$ cat config.mk
export PLATFORM = sky130hd
export DESIGN_NAME = poly_eval_horner_flat
export DESIGN_NICKNAME = d
export VERILOG_FILES = /design/src/rtl/poly_eval_horner_if.sv /design/src/rtl/poly_eval_horner.sv /design/src/flat_wrapper.sv
export SDC_FILE = /design/constraint.sdc
export NUM_CORES = 1
export LEC_CHECK = 0
export CORE_MARGIN = 5
export CORE_UTILIZATION = 45
export CTS_BUF_LIST = sky130_fd_sc_hd__clkbuf_16
export DETAILED_ROUTE_END_ITERATION = 16
export GPL_ROUTABILITY_DRIVEN = 0
export PLACE_DENSITY = 0.79
export SLEW_MARGIN = 20
export SYNTH_ARGS = -nofsm -noshare
export SYNTH_HDL_FRONTEND = slang
export SYNTH_SLANG_ARGS = --single-unit
$ cat constraint.sdc
create_clock -name i_clk -period 3.5 [get_ports i_clk]
set_clock_uncertainty 0.05 [all_clocks]
set_input_delay 0.7 -clock i_clk [delete_from_list [all_inputs] [get_ports i_clk]]
set_output_delay 0.7 -clock i_clk [all_outputs]
set_load 0.05 [all_outputs]
$ cat src/rtl/poly_eval_horner_if.sv
// Handshake bundle for poly_eval_horner: start/points in, coefficient memory
// port, GF32 multiplier port and packed results.
interface poly_eval_horner_if #(
  parameter int unsigned M = 230,
  parameter int unsigned T = 3
);
  localparam int unsigned ADDR_W = (M > 1) ? $clog2(M) : 1;
  localparam int unsigned PW     = 32 * T;

  logic              start;
  logic [PW-1:0]     r;
  logic [ADDR_W-1:0] addr;
  logic              rd;
  logic [7:0]        coef;
  logic              start_mul32;
  logic [31:0]       x_mul32;
  logic [31:0]       y_mul32;
  logic [31:0]       prod_mul32;
  logic              done_mul32;
  logic [PW-1:0]     evaluate;
  logic              done;
  logic              busy;

  // slave = the evaluation engine, master = whoever drives it
  modport slave (
    input  start, r, coef, prod_mul32, done_mul32,
    output addr, rd, start_mul32, x_mul32, y_mul32, evaluate, done, busy
  );

  modport master (
    output start, r, coef, prod_mul32, done_mul32,
    input  addr, rd, start_mul32, x_mul32, y_mul32, evaluate, done, busy
  );
endinterface

$ cat src/rtl/poly_eval_horner.sv
// Horner evaluation of a byte-coefficient polynomial at T points of GF(2^32),
// sharing one external GF32 multiplier; one multiply outstanding at a time.
module poly_eval_horner #(
  parameter int unsigned M = 230,
  parameter int unsigned T = 3
) (
  input  logic           i_clk,
  input  logic           i_rst_n,
  poly_eval_horner_if.slave bus
);
  localparam int unsigned ADDR_W = (M > 1) ? $clog2(M) : 1;
  localparam int unsigned JW     = (T > 1) ? $clog2(T) : 1;
  localparam int unsigned PW     = 32 * T;

  typedef enum logic [2:0] {
    IDLE, FETCH, LOAD, MUL_START, MUL_WAIT, DONE
  } state_t;

  state_t            state, state_nxt;
  logic [ADDR_W-1:0] k, k_nxt;
  logic [JW-1:0]     j, j_nxt;
  logic [PW-1:0]     r_reg, r_nxt;
  logic [PW-1:0]     acc, acc_nxt;
  logic [7:0]        coef_reg, coef_nxt;
  logic              rd_q, rd_nxt;
  logic [ADDR_W-1:0] addr_q, addr_nxt;
  logic              start_mul_q, start_mul_nxt;
  logic [31:0]       x_q, x_nxt;
  logic [31:0]       y_q, y_nxt;
  logic              done_q, done_nxt;
  logic              busy_q, busy_nxt;

  // GF256 subfield embedding of a coefficient byte
  function automatic logic [31:0] lift(input logic [7:0] c);
    return {24'b0, c};
  endfunction

  // point 0 sits in the most significant lane
  function automatic int unsigned lane_lsb(input logic [JW-1:0] idx);
    return 32 * (T - 1 - 32'(idx));
  endfunction

  always_ff @(posedge i_clk or negedge i_rst_n) begin
    if (!i_rst_n) begin
      state       <= IDLE;
      k           <= '0;
      j           <= '0;
      r_reg       <= '0;
      acc         <= '0;
      coef_reg    <= '0;
      rd_q        <= 1'b0;
      addr_q      <= '0;
      start_mul_q <= 1'b0;
      x_q         <= '0;
      y_q         <= '0;
      done_q      <= 1'b0;
      busy_q      <= 1'b0;
    end else begin
      state       <= state_nxt;
      k           <= k_nxt;
      j           <= j_nxt;
      r_reg       <= r_nxt;
      acc         <= acc_nxt;
      coef_reg    <= coef_nxt;
      rd_q        <= rd_nxt;
      addr_q      <= addr_nxt;
      start_mul_q <= start_mul_nxt;
      x_q         <= x_nxt;
      y_q         <= y_nxt;
      done_q      <= done_nxt;
      busy_q      <= busy_nxt;
    end
  end

  always_comb begin
    state_nxt = state;
    k_nxt     = k;
    j_nxt     = j;
    r_nxt     = r_reg;
    acc_nxt   = acc;
    coef_nxt  = coef_reg;

    case (state)
      IDLE: begin
        if (bus.start) begin
          r_nxt     = bus.r;
          k_nxt     = ADDR_W'(M - 1);
          state_nxt = FETCH;
        end
      end
      FETCH: state_nxt = LOAD;
      LOAD: begin
        coef_nxt = bus.coef;
        if (k == ADDR_W'(M - 1)) begin
          // leading coefficient seeds every accumulator without a multiply
          acc_nxt = {T{lift(bus.coef)}};
          if (M == 1) begin
            state_nxt = DONE;
          end else begin
            k_nxt     = k - ADDR_W'(1);
            state_nxt = FETCH;
          end
        end else begin
          j_nxt     = '0;
          state_nxt = MUL_START;
        end
      end
      MUL_START: state_nxt = MUL_WAIT;
      MUL_WAIT: begin
        if (bus.done_mul32) begin
          acc_nxt[lane_lsb(j) +: 32] = bus.prod_mul32 ^ lift(coef_reg);
          if (j < JW'(T - 1)) begin
            j_nxt     = j + JW'(1);
            state_nxt = MUL_START;
          end else if (k == '0) begin
            state_nxt = DONE;
          end else begin
            k_nxt     = k - ADDR_W'(1);
            state_nxt = FETCH;
          end
        end
      end
      DONE:    state_nxt = IDLE;
      default: state_nxt = IDLE;
    endcase

    // outputs are registered, decoded from the state being entered
    rd_nxt        = (state_nxt == FETCH);
    addr_nxt      = rd_nxt ? k_nxt : addr_q;
    start_mul_nxt = (state_nxt == MUL_START);
    x_nxt         = start_mul_nxt ? acc_nxt[lane_lsb(j_nxt) +: 32] : x_q;
    y_nxt         = start_mul_nxt ? r_nxt[lane_lsb(j_nxt) +: 32] : y_q;
    done_nxt      = (state_nxt == DONE);
    busy_nxt      = (state_nxt != IDLE);
  end

  assign bus.addr        = addr_q;
  assign bus.rd          = rd_q;
  assign bus.start_mul32 = start_mul_q;
  assign bus.x_mul32     = x_q;
  assign bus.y_mul32     = y_q;
  assign bus.evaluate    = acc;
  assign bus.done        = done_q;
  assign bus.busy        = busy_q;
endmodule

$ cat src/flat_wrapper.sv
// flat-port wrapper written by rule: the top's interface ports become plain ports
module poly_eval_horner_flat 
#(
  parameter int unsigned M = 230,
  parameter int unsigned T = 3
)
  (i_clk, i_rst_n, bus_start, bus_r, bus_coef, bus_prod_mul32, bus_done_mul32, bus_addr, bus_rd, bus_start_mul32, bus_x_mul32, bus_y_mul32, bus_evaluate, bus_done, bus_busy);
  poly_eval_horner_if #(.M(M), .T(T)) bus_i ();
  input  logic i_clk;
  input  logic i_rst_n;
  input wire logic [$bits(bus_i.start)-1:0] bus_start;
  input wire logic [$bits(bus_i.r)-1:0] bus_r;
  input wire logic [$bits(bus_i.coef)-1:0] bus_coef;
  input wire logic [$bits(bus_i.prod_mul32)-1:0] bus_prod_mul32;
  input wire logic [$bits(bus_i.done_mul32)-1:0] bus_done_mul32;
  output wire logic [$bits(bus_i.addr)-1:0] bus_addr;
  output wire logic [$bits(bus_i.rd)-1:0] bus_rd;
  output wire logic [$bits(bus_i.start_mul32)-1:0] bus_start_mul32;
  output wire logic [$bits(bus_i.x_mul32)-1:0] bus_x_mul32;
  output wire logic [$bits(bus_i.y_mul32)-1:0] bus_y_mul32;
  output wire logic [$bits(bus_i.evaluate)-1:0] bus_evaluate;
  output wire logic [$bits(bus_i.done)-1:0] bus_done;
  output wire logic [$bits(bus_i.busy)-1:0] bus_busy;
  assign bus_i.start = bus_start;
  assign bus_i.r = bus_r;
  assign bus_i.coef = bus_coef;
  assign bus_i.prod_mul32 = bus_prod_mul32;
  assign bus_i.done_mul32 = bus_done_mul32;
  assign bus_addr = bus_i.addr;
  assign bus_rd = bus_i.rd;
  assign bus_start_mul32 = bus_i.start_mul32;
  assign bus_x_mul32 = bus_i.x_mul32;
  assign bus_y_mul32 = bus_i.y_mul32;
  assign bus_evaluate = bus_i.evaluate;
  assign bus_done = bus_i.done;
  assign bus_busy = bus_i.busy;
  poly_eval_horner #(.M(M), .T(T)) u_core (.i_clk(i_clk), .i_rst_n(i_rst_n), .bus(bus_i));
endmodule
==> results of run 1 <==
-- stage by stage --
stage | hold slack, ps | cells | power, mW | area (µm²)
after floorplan | 354 | 1093 | 11.2 | 12700
after global placement | 408 | 1740 | 14.0 | 16400
after detailed placement | 419 | 1740 | 14.2 | 16400
after CTS | 115 | 1795 | 17.2 | 17300
after global routing | 140 | 1795 | 18.1 | 17300
final | 87.2 | 1795 | 17.2 | 17300
-- area by class of cell --
class / instances / area [µm²]
clock inverter: 24 / 121
tap: 378 / 473
clock buffer: 31 / 776
timing repair buffer: 351 / 3580
sequential: 289 / 7230
multi-input combinational: 709 / 5080
inverter: 13 / 53.8
fill: 2158 / 10500
-- cell families after synthesis --
logic type,count (synthesis)
adder cells (fa/ha/maj),10
buffers and inverters,95
flip-flops,289
AND/OR/NAND/NOR,288
AO/OA/AOI/OAI,289
XOR/XNOR,11
multiplexers,111
-- placed cells by master (no fill, tap or decap), drive strengths merged, types with 3 or more instances in the layout --
cell type        n
a21o             3
mux2i            9
mux2           102
a21oi           50
o22ai            7
o31a            24
a221o           15
ha              10
nor3             6
clkdlybuf4s50  310
and2             5
nand2          104
clkinv          19
a211o            3
o31ai           11
nor2            97
inv             17
nand4            5
and3             6
o211ai           3
buf             41
clkbuf          31
a22oi            3
o21ai           44
nor2b            3
nor3b            3
a22o            72
o2bb2ai          3
a2bb2oi          7
xor2             3
a211oi           4
xnor2            8
a32o             4
nand3           38
o41ai           20
or2              6
dfrtp          289
-- worst max-delay path: cells and delay by family, from the launching register on --
kind / cells / cell delay [ps]
compound gates: 3 / 790
fa+ha+maj: 1 / 240
buf+inv: 2 / 280
flops: 1 / 550
simple gates: 2 / 920
-- metal layers --
layer	GRT usage [%]	up-vias	part of all wire, %
li1	-	4589	-
met2	38.0	539	45
met3	7.38	81	10
met1	33.6	5168	42
met4	7.29	2	2.6
met5	0	-	0.033
-- power by group through the flow --
| stage | clock, mW | sequential [mW] | combinational, mW |
|---|---|---|---|
| after detailed placement | 0 | 5.18 | 9.06 |
| after global placement | 0 | 5.13 | 8.88 |
| after floorplan | 0 | 6.78 | 4.39 |
| after CTS | 2.99 | 5.14 | 9.11 |
| final | 2.95 | 5.14 | 9.10 |
| after global routing | 3.13 | 5.28 | 9.73 |
-- worst max path at each step --
stage / end / slack (ps) / cells after the start
floorplan: u_core.bus.x_mul32[0] / 210 / 12
global placement: u_core.bus.x_mul32[7] / 220 / 10
detailed placement: u_core.bus.x_mul32[7] / 200 / 10
CTS: u_core.bus.x_mul32[9] / 570 / 8
global route: u_core.bus.x_mul32[14] / 370 / 10
finish: u_core.bus.x_mul32[26] / 540 / 8
==> flow_summary.ini, run 1 <==
[critical_path]
crit_chain = or3b_1, a21oi_2, a211o_4, clkinv_1, ha_1, or3_4, buf_12, o41ai_2
r2r_cells = 8
required_ps = 3890
cp-end-kind = flip-flop
path_max_fanout = 14
cp-start-kind = flip-flop
cp_slowest_stage_delay_ps = 550
crit_path_top_delay_cell = dfrtp_1
critPathKind = flip-flop to flip-flop
timing.reg2reg.setup_slack_ps = 540
crit_start = u_core.state[1]
reg2reg_from = u_core.state[1]
r2r-end = u_core.bus.x_mul32[26]
critPathArrivalTime_ps = 3350

[placed_design]
portBuffers = 311
dpl.hpwl_um = 26800
post-place-ws_ps = 198

[floorplan]
die_area_um2 = 31800
die_h_um = 178
fp.dieW_um = 178
core.rowCount = 61
core_area_um2 = 27900
initial_core_util_pct = 45.7
ios = 312

[logic_synthesis]
synth_area_leaders = dfrtp_1 (57%), mux2_2 (8.6%), a22o_1 (5.0%)
synth_top_flop_cell = dfrtp_1
yosys.area_share.adder_pct = 0.983
synth_seq_cells = 289
synth_top_family_by_area = compound AO/OA/AOI/OAI gates
synth_common_cells = dfrtp_1 (289), nand2_1 (104), mux2_2 (97), nor2_1 (95), a22o_1 (72)
ys_types = 75
yosysTopAreaCell = dfrtp_1
synth_nets = 1243
synth_compound_area_share_pct = 17.5
synthSimpleGateAreaFrac_pct = 10.4
synth.area.mux_share_pct = 9.90
synthCells = 1093
synth_edf_count = 0
synthXorXnorAreaFrac_pct = 0.757
synth_top_area_share_pct = 56.8
yosysSeqAreaShare_pct = 56.8
async_flop_share_pct = 100
netlist_area_um2 = 12700
yosys_warnings = 0
synth_most_common_cell = dfrtp_1
synth_area_per_cell_um2 = 11.7

[clock_tree]
ctsLongestPathBuffers = 3
cts_resized = 0
cts_setup_buffers = 0
postCtsHoldBufs = 0
clkSinkCount = 289
path_clk_slew_ps = 70
htreeDepth = 1
clockRootBuffer = clkbuf_16
cts_tree = built
cts_buffers = 30
insertion_delay_ps = 550

[route]
wire_per_inst_um = 22.1
ant_nets = 0
vias_per_cell = 5.78
route.detailed.drc = 0
drt-total-wl_um = 39700
drt_iter0_drc = 973
vias = 10400
dr.pass1.iters = 5

[run]
max_cap_viol_count = 0

[global_routing]
grt_max_degree = 110
grt_overflow_total = 0
antenna_found_initial = 1
grt_pass1_wl_um = 61800
grt_pass1_vias = 11000
track_usage_pct = 24.5

[timing]
maxSlewViolCount = 0
final_hold_viol_count = 0
setup_ws_ps = 540
setup_viol = 0
rsz0062_at_grt = false
worst_slew_pin_slew_ps = 719
period_minus_slack_ps = 2960
max-slew-margin-rel_pct = 52.0
tns_ps = 0
fin_crit_sh_pct = 84.6
fmax_mhz = 338

[power_and_ir_drop]
swShare_pct = 43.4
pwr-share-clk_pct = 17.2
combinationalPowerShare_pct = 52.9
switching_power_mw = 7.46
seq_power_share_pct = 29.9
vdd_drop_max_uv = 439
power_density_nw_per_um2 = 993
internal_power_mw = 9.74
p_leak_nw = 7.58

[final_layout]
drive_above_1_share_pct = 15.1
fin_util_pct = 62.2
fin_nets = 1544
num_antenna_cells = 0
area.growth.synth_to_final_pct = 36.0

[run_status]
status = finished, final reports clean

[min_path]
hold_path_class = input pin to async pin
No activity file was read; power rests on OpenSTA's default activity.
==> inputs of run 2 (changes only) <==
--- a/config.mk
+++ b/config.mk
@@ -10,7 +10,7 @@
 export CTS_BUF_LIST = sky130_fd_sc_hd__clkbuf_16
 export DETAILED_ROUTE_END_ITERATION = 16
 export GPL_ROUTABILITY_DRIVEN = 0
-export PLACE_DENSITY = 0.79
+export PLACE_DENSITY = 0.82
 export SLEW_MARGIN = 20
 export SYNTH_ARGS = -nofsm -noshare
 export SYNTH_HDL_FRONTEND = slang
==> constraint.sdc (replaced) <==
create_clock -name i_clk -period 2.5 [get_ports i_clk]
set_clock_uncertainty 0.05 [all_clocks]
set_input_delay 0.5 -clock i_clk [delete_from_list [all_inputs] [get_ports i_clk]]
set_output_delay 0.5 -clock i_clk [all_outputs]
set_load 0.05 [all_outputs]
==> flow_summary.ini, run 2 (synthesis gave the netlist of run 1 again) <==
[critical_path]
timing.reg2reg.setup_slack_ps = -40
required_ps = 2880
r2r_cells = 11
crit_path_top_delay_cell = dfrtp_1
critPathKind = flip-flop to flip-flop
cp_slowest_stage_delay_ps = 390
cp-end-kind = flip-flop
crit_buf_inv = 4
path_max_fanout = 8
cp-start-kind = flip-flop
critPathArrivalTime_ps = 2920
r2r-end = u_core.bus.x_mul32[27]
crit_chain = inv_2, ha_4, and4bb_4, a21oi_4, buf_6, a211oi_4, ha_4, buf_6, buf_12, o21ai_4, o31ai_2
cp_top_family = compound AO/OA/AOI/OAI gates
reg2reg_from = u_core.k[1]

[timing]
worst_slew_pin_slew_ps = 632
final_hold_viol_count = 0
setup_ws_ps = -38.4
rsz0062_at_grt = true
maxSlewViolCount = 0
period_minus_slack_ps = 2540
fin_crit_sh_pct = 102
setup_viol = 6
max-slew-margin-rel_pct = 57.8
fmax_mhz = 394
whs_ps = 425

[final_layout]
final_common_cell = clkdlybuf4s50_1
final_cell_mix = clkdlybuf4s50_1 (310), dfrtp_1 (288), buf_4 (127), nand2_1 (101), mux2_2 (97)
area.growth.synth_to_final_pct = 48.5
fin_util_pct = 67.9
drive_above_1_share_pct = 25.7
regArea_um2 = 7230
nFillCells = 1893
multi_input_area_um2 = 5450
fin_nets = 1672

[run]
max_cap_viol_count = 0

[clock_tree]
ctsLongestPathBuffers = 3
clkSinkCount = 289
path_clk_slew_ps = 60
htreeDepth = 1
cts_tree = built
clockRootBuffer = clkbuf_16
cts_buffers = 31
insertion_delay_ps = 550

[floorplan]
initial_core_util_pct = 45.7
die_area_um2 = 31800
core.rowCount = 61
fp.dieW_um = 178
die_h_um = 178
ios = 312
core_area_um2 = 27900

[global_routing]
track_usage_pct = 25.8
antenna_found_initial = 1
grt_pass1_wl_um = 65100
grt_max_degree = 62
grt_pass1_vias = 11500
grt_overflow_total = 0

[placed_design]
dpl.hpwl_um = 29400
portBuffers = 311
post-place-ws_ps = -471

[route]
ant_nets = 0
route.detailed.drc = 0
drt_iter0_drc = 1093
dr.pass1.iters = 7
drt-total-wl_um = 44300
wire_per_inst_um = 23.0
vias_per_cell = 5.81
vias = 11200

[power_and_ir_drop]
p_leak_nw = 8.42
internal_power_mw = 15.2
p_total_mw = 26.8
vdd_drop_max_uv = 910
switching_power_mw = 11.6
seq_power_share_pct = 26.8
power_density_nw_per_um2 = 1420
pwr-share-clk_pct = 16.2
swShare_pct = 43.2
combinationalPowerShare_pct = 57.0

[run_status]
status = finished with violations
violations = setup timing

[min_path]
hold_path_class = input pin to async pin
[run 2: changes by cell type in the layout (fill, tap and decap cells not counted), moves of 9 or more]
cell | before | now
buf_4 | 27 | 127
o21ai_0 | 43 | 26
o21ai_1 | 1 | 15
buf_6 | 0 | 11
clkinv_1 | 15 | 5
o41ai_1 | 11 | 2
[run 2: what timing repair did]
item                                   CTS  global route
gates cloned                             0             7
setup endpoints to repair               17            64
setup buffers                            0            23
gates resized for setup                  6            79
hold buffers                             1             0
pin swaps                                2            29
endpoints found under the hold margin   55             0
[run 2: power by group through the flow]
| stage | Sequential [mW] | Clock, mW | Combinational [mW] |
|---|---|---|---|
| finish | 7.19 | 4.34 | 15.3 |
| global route | 7.36 | 4.61 | 16.2 |
| CTS | 7.18 | 4.39 | 13.8 |
| detailed placement | 7.22 | 0 | 13.7 |
| global placement | 7.16 | 0 | 13.4 |
| floorplan | 9.50 | 0 | 6.43 |
[run 2: cell type report]
| type | count | area share (%) |
|---|---|---|
| timing repair buffer | 476 | 25.1 |
| multi-input combinational | 711 | 28.8 |
| antenna | 1 | 0.0132 |
| clock inverter | 24 | 0.933 |
| sequential | 289 | 38.2 |
| clock buffer | 31 | 4.10 |
| inverter | 13 | 0.311 |
| tap | 378 | 2.50 |
[run 2: metal layers]
layer,global-route usage (%),part of all wire (%)
met1,34.2,39
met2,42.1,48
met3,7.35,10
met4,6.59,2.9
met5,0,0
[run 2: metrics by stage]
| stage | cells | cell area, µm² | setup TNS (ps) |
|---|---|---|---|
| finish | 1923 | 18900 | -122 |
| global route | 1922 | 18900 | -2940 |
| CTS | 1893 | 18300 | 0 |
| detailed placement | 1837 | 17300 | -28260 |
| global placement | 1837 | 17300 | -23490 |
| floorplan | 1093 | 12900 | -4490 |
[run 2: worst register-to-register path: stages, from the launching register on]
cell	delay, ps
dfrtp_1	390
inv_2	80
ha_4	120
and4bb_4	290
a21oi_4	100
buf_6	140
a211oi_4	260
ha_4	280
buf_6	150
buf_12	150
o21ai_4	310
o31ai_2	110
[run 2: how the worst max path moves through the flow]
stage,startpoint,end,slack [ps],cells after the start
2_1_floorplan,u_core.k[1],u_core.bus.x_mul32[0],-130,14
3_3_place_gp,bus_done_mul32,u_core.bus.y_mul32[30],-360,9
3_5_place_dp,bus_done_mul32,u_core.bus.x_mul32[30],-470,9
4_1_cts,u_core.j[0],u_core.bus.x_mul32[24],2,9
5_1_grt,u_core.k[1],u_core.bus.x_mul32[14],-120,12
6_report,u_core.k[1],u_core.bus.x_mul32[27],-40,11
==> inputs of run 3 (changes only) <==
--- a/config.mk
+++ b/config.mk
@@ -10,7 +10,7 @@
 export CTS_BUF_LIST = sky130_fd_sc_hd__clkbuf_16
 export DETAILED_ROUTE_END_ITERATION = 16
 export GPL_ROUTABILITY_DRIVEN = 0
-export PLACE_DENSITY = 0.82
+export PLACE_DENSITY = 0.87
 export SLEW_MARGIN = 20
 export SYNTH_ARGS = -nofsm -noshare
 export SYNTH_HDL_FRONTEND = slang
==> flow_summary.ini, run 3 (synthesis gave the netlist of run 1 again) <==
[timing]
max-slew-margin-rel_pct = 47.2
fin_crit_sh_pct = 101
rsz0062_at_grt = true
whs_ps = 422
maxSlewViolCount = 0
setup_ws_ps = -34.1
period_minus_slack_ps = 2530
fmax_mhz = 395
setup_viol = 1
final_hold_viol_count = 0
worst_slew_pin_slew_ps = 790

[run_status]
violations = setup timing
status = finished with violations

[clock_tree]
clkSinkCount = 289
ctsLongestPathBuffers = 3
cts_tree = built
clockRootBuffer = clkbuf_16
htreeDepth = 1
cts_buffers = 30
path_clk_slew_ps = 70
insertion_delay_ps = 550

[critical_path]
timing.reg2reg.setup_slack_ps = -30
cp-end-kind = flip-flop
cp_slowest_stage_delay_ps = 420
critPathArrivalTime_ps = 2920
cpMostUsedCell = buf_4
required_ps = 2880
cp_top_family = compound AO/OA/AOI/OAI gates
reg2reg_from = u_core.k[0]
crit_path_top_delay_cell = dfrtp_1
r2r-end = u_core.bus.x_mul32[30]
critPathKind = flip-flop to flip-flop
r2r_cells = 10
path_max_fanout = 23
cp-start-kind = flip-flop
crit_buf_inv = 3
crit_chain = ha_4, and4bb_4, buf_4, and3_4, a21oi_2, buf_4, buf_12, a22o_1, o22ai_1, o31ai_1

[power_and_ir_drop]
combinationalPowerShare_pct = 54.8
seq_power_share_pct = 26.5
p_leak_nw = 8.40
internal_power_mw = 15.7
p_total_mw = 27.3
power_density_nw_per_um2 = 1440
vdd_drop_max_uv = 823
swShare_pct = 42.5
switching_power_mw = 11.6
pwr-share-clk_pct = 18.7

[floorplan]
die_area_um2 = 31800
fp.dieW_um = 178
core_area_um2 = 27900
core.rowCount = 61
ios = 312
die_h_um = 178
initial_core_util_pct = 45.7

[route]
drt-total-wl_um = 44900
vias = 11400
route.detailed.drc = 0
vias_per_cell = 6.01
dr.pass1.iters = 8
wire_per_inst_um = 23.6
drt_iter0_drc = 1272
ant_nets = 0

[final_layout]
num_antenna_cells = 0
drive_above_1_share_pct = 24.3
fin_nets = 1653
area.growth.synth_to_final_pct = 48.3
final_cell_mix = clkdlybuf4s50_1 (310), dfrtp_1 (289), buf_4 (116), nand2_1 (102), mux2_2 (97)
nFillCells = 1883
final_common_cell = clkdlybuf4s50_1

[global_routing]
grt_pass1_wl_um = 66300
grt_overflow_total = 0
grt_max_degree = 73
antenna_found_initial = 0
track_usage_pct = 26.2
grt_pass1_vias = 12000

[run]
max_cap_viol_count = 0

[min_path]
hold_path_class = input pin to async pin

[placed_design]
post-place-ws_ps = -460
dpl.hpwl_um = 29200
portBuffers = 311
==> run 3: changes by cell type in the layout (fill, tap and decap cells not counted), sizes merged <==
cell      delta
clkinv       -4
clkbuf       +1
diode        -1
inv          -1
clkinvlp     -1
bufinv       +7
and2         -2
buf         -17
==> run 3: power by group through the flow <==
stage                     registers [mW]  clock network (mW)  logic (mW)
after floorplan                     9.50                   0        6.43
after global placement              7.15                   0        13.3
after detailed placement            7.23                   0        13.7
after CTS                           7.19                5.14        14.0
after global routing                7.34                5.35        15.8
final                               7.22                5.10        15.0
==> run 3: routing by layer <==
metal	vias to the layer above	routed length, µm	GRT usage (%)	part of all wire, %
met1	5658	16900	33.6	38
met4	0	1700	8.25	3.8
met5	-	0	0	0
met3	167	4800	7.27	11
met2	814	21500	43.6	48
li1	4801	-	-	-
==> run 3: how the worst max path moves through the flow <==
stage	depth (start not counted)	end	startpoint	slack, ps
floorplan	14	u_core.bus.x_mul32[0]	u_core.k[1]	-130
global placement	10	u_core.bus.x_mul32[28]	bus_done_mul32	-370
detailed placement	9	u_core.bus.x_mul32[15]	bus_done_mul32	-460
CTS	10	u_core.bus.x_mul32[28]	u_core.k[0]	-10
global route	11	u_core.bus.x_mul32[15]	u_core.k[1]	-90
finish	10	u_core.bus.x_mul32[30]	u_core.k[0]	-30
==> run 3: per-stage QoR <==
stage / utilization [%] / TNS (ps) / instances / instance area [µm²]
6_report: 67.8 / -34.1 / 1905 / 18900
5_1_grt: 67.8 / -1300 / 1905 / 18900
4_1_cts: 66.4 / -13.5 / 1895 / 18500
3_5_place_dp: 62.1 / -31160 / 1837 / 17300
3_3_place_gp: 62.1 / -24680 / 1837 / 17300
2_1_floorplan: - / -4490 / 1093 / 12900
==> run 3: cell type report <==
| type | count | area, µm² | share of cell area, % |
|---|---|---|---|
| repair buffers | 460 | 4610 | 24.4 |
| multi-input cells | 709 | 5370 | 28.5 |
| well taps | 378 | 473 | 2.50 |
| inverters | 13 | 58.8 | 0.311 |
| flip-flops and latches | 289 | 7230 | 38.3 |
| clock buffers | 31 | 776 | 4.11 |
| clock inverters | 25 | 358 | 1.89 |
==> run 3: what timing repair did <==
item,4_1_cts,5_1_grt
endpoints found under the hold margin,45,0
setup endpoints to repair,27,64
gates resized for setup,9,49
hold buffers,1,0
gates cloned,0,5
buffers inserted,1,5
pin swaps,1,4
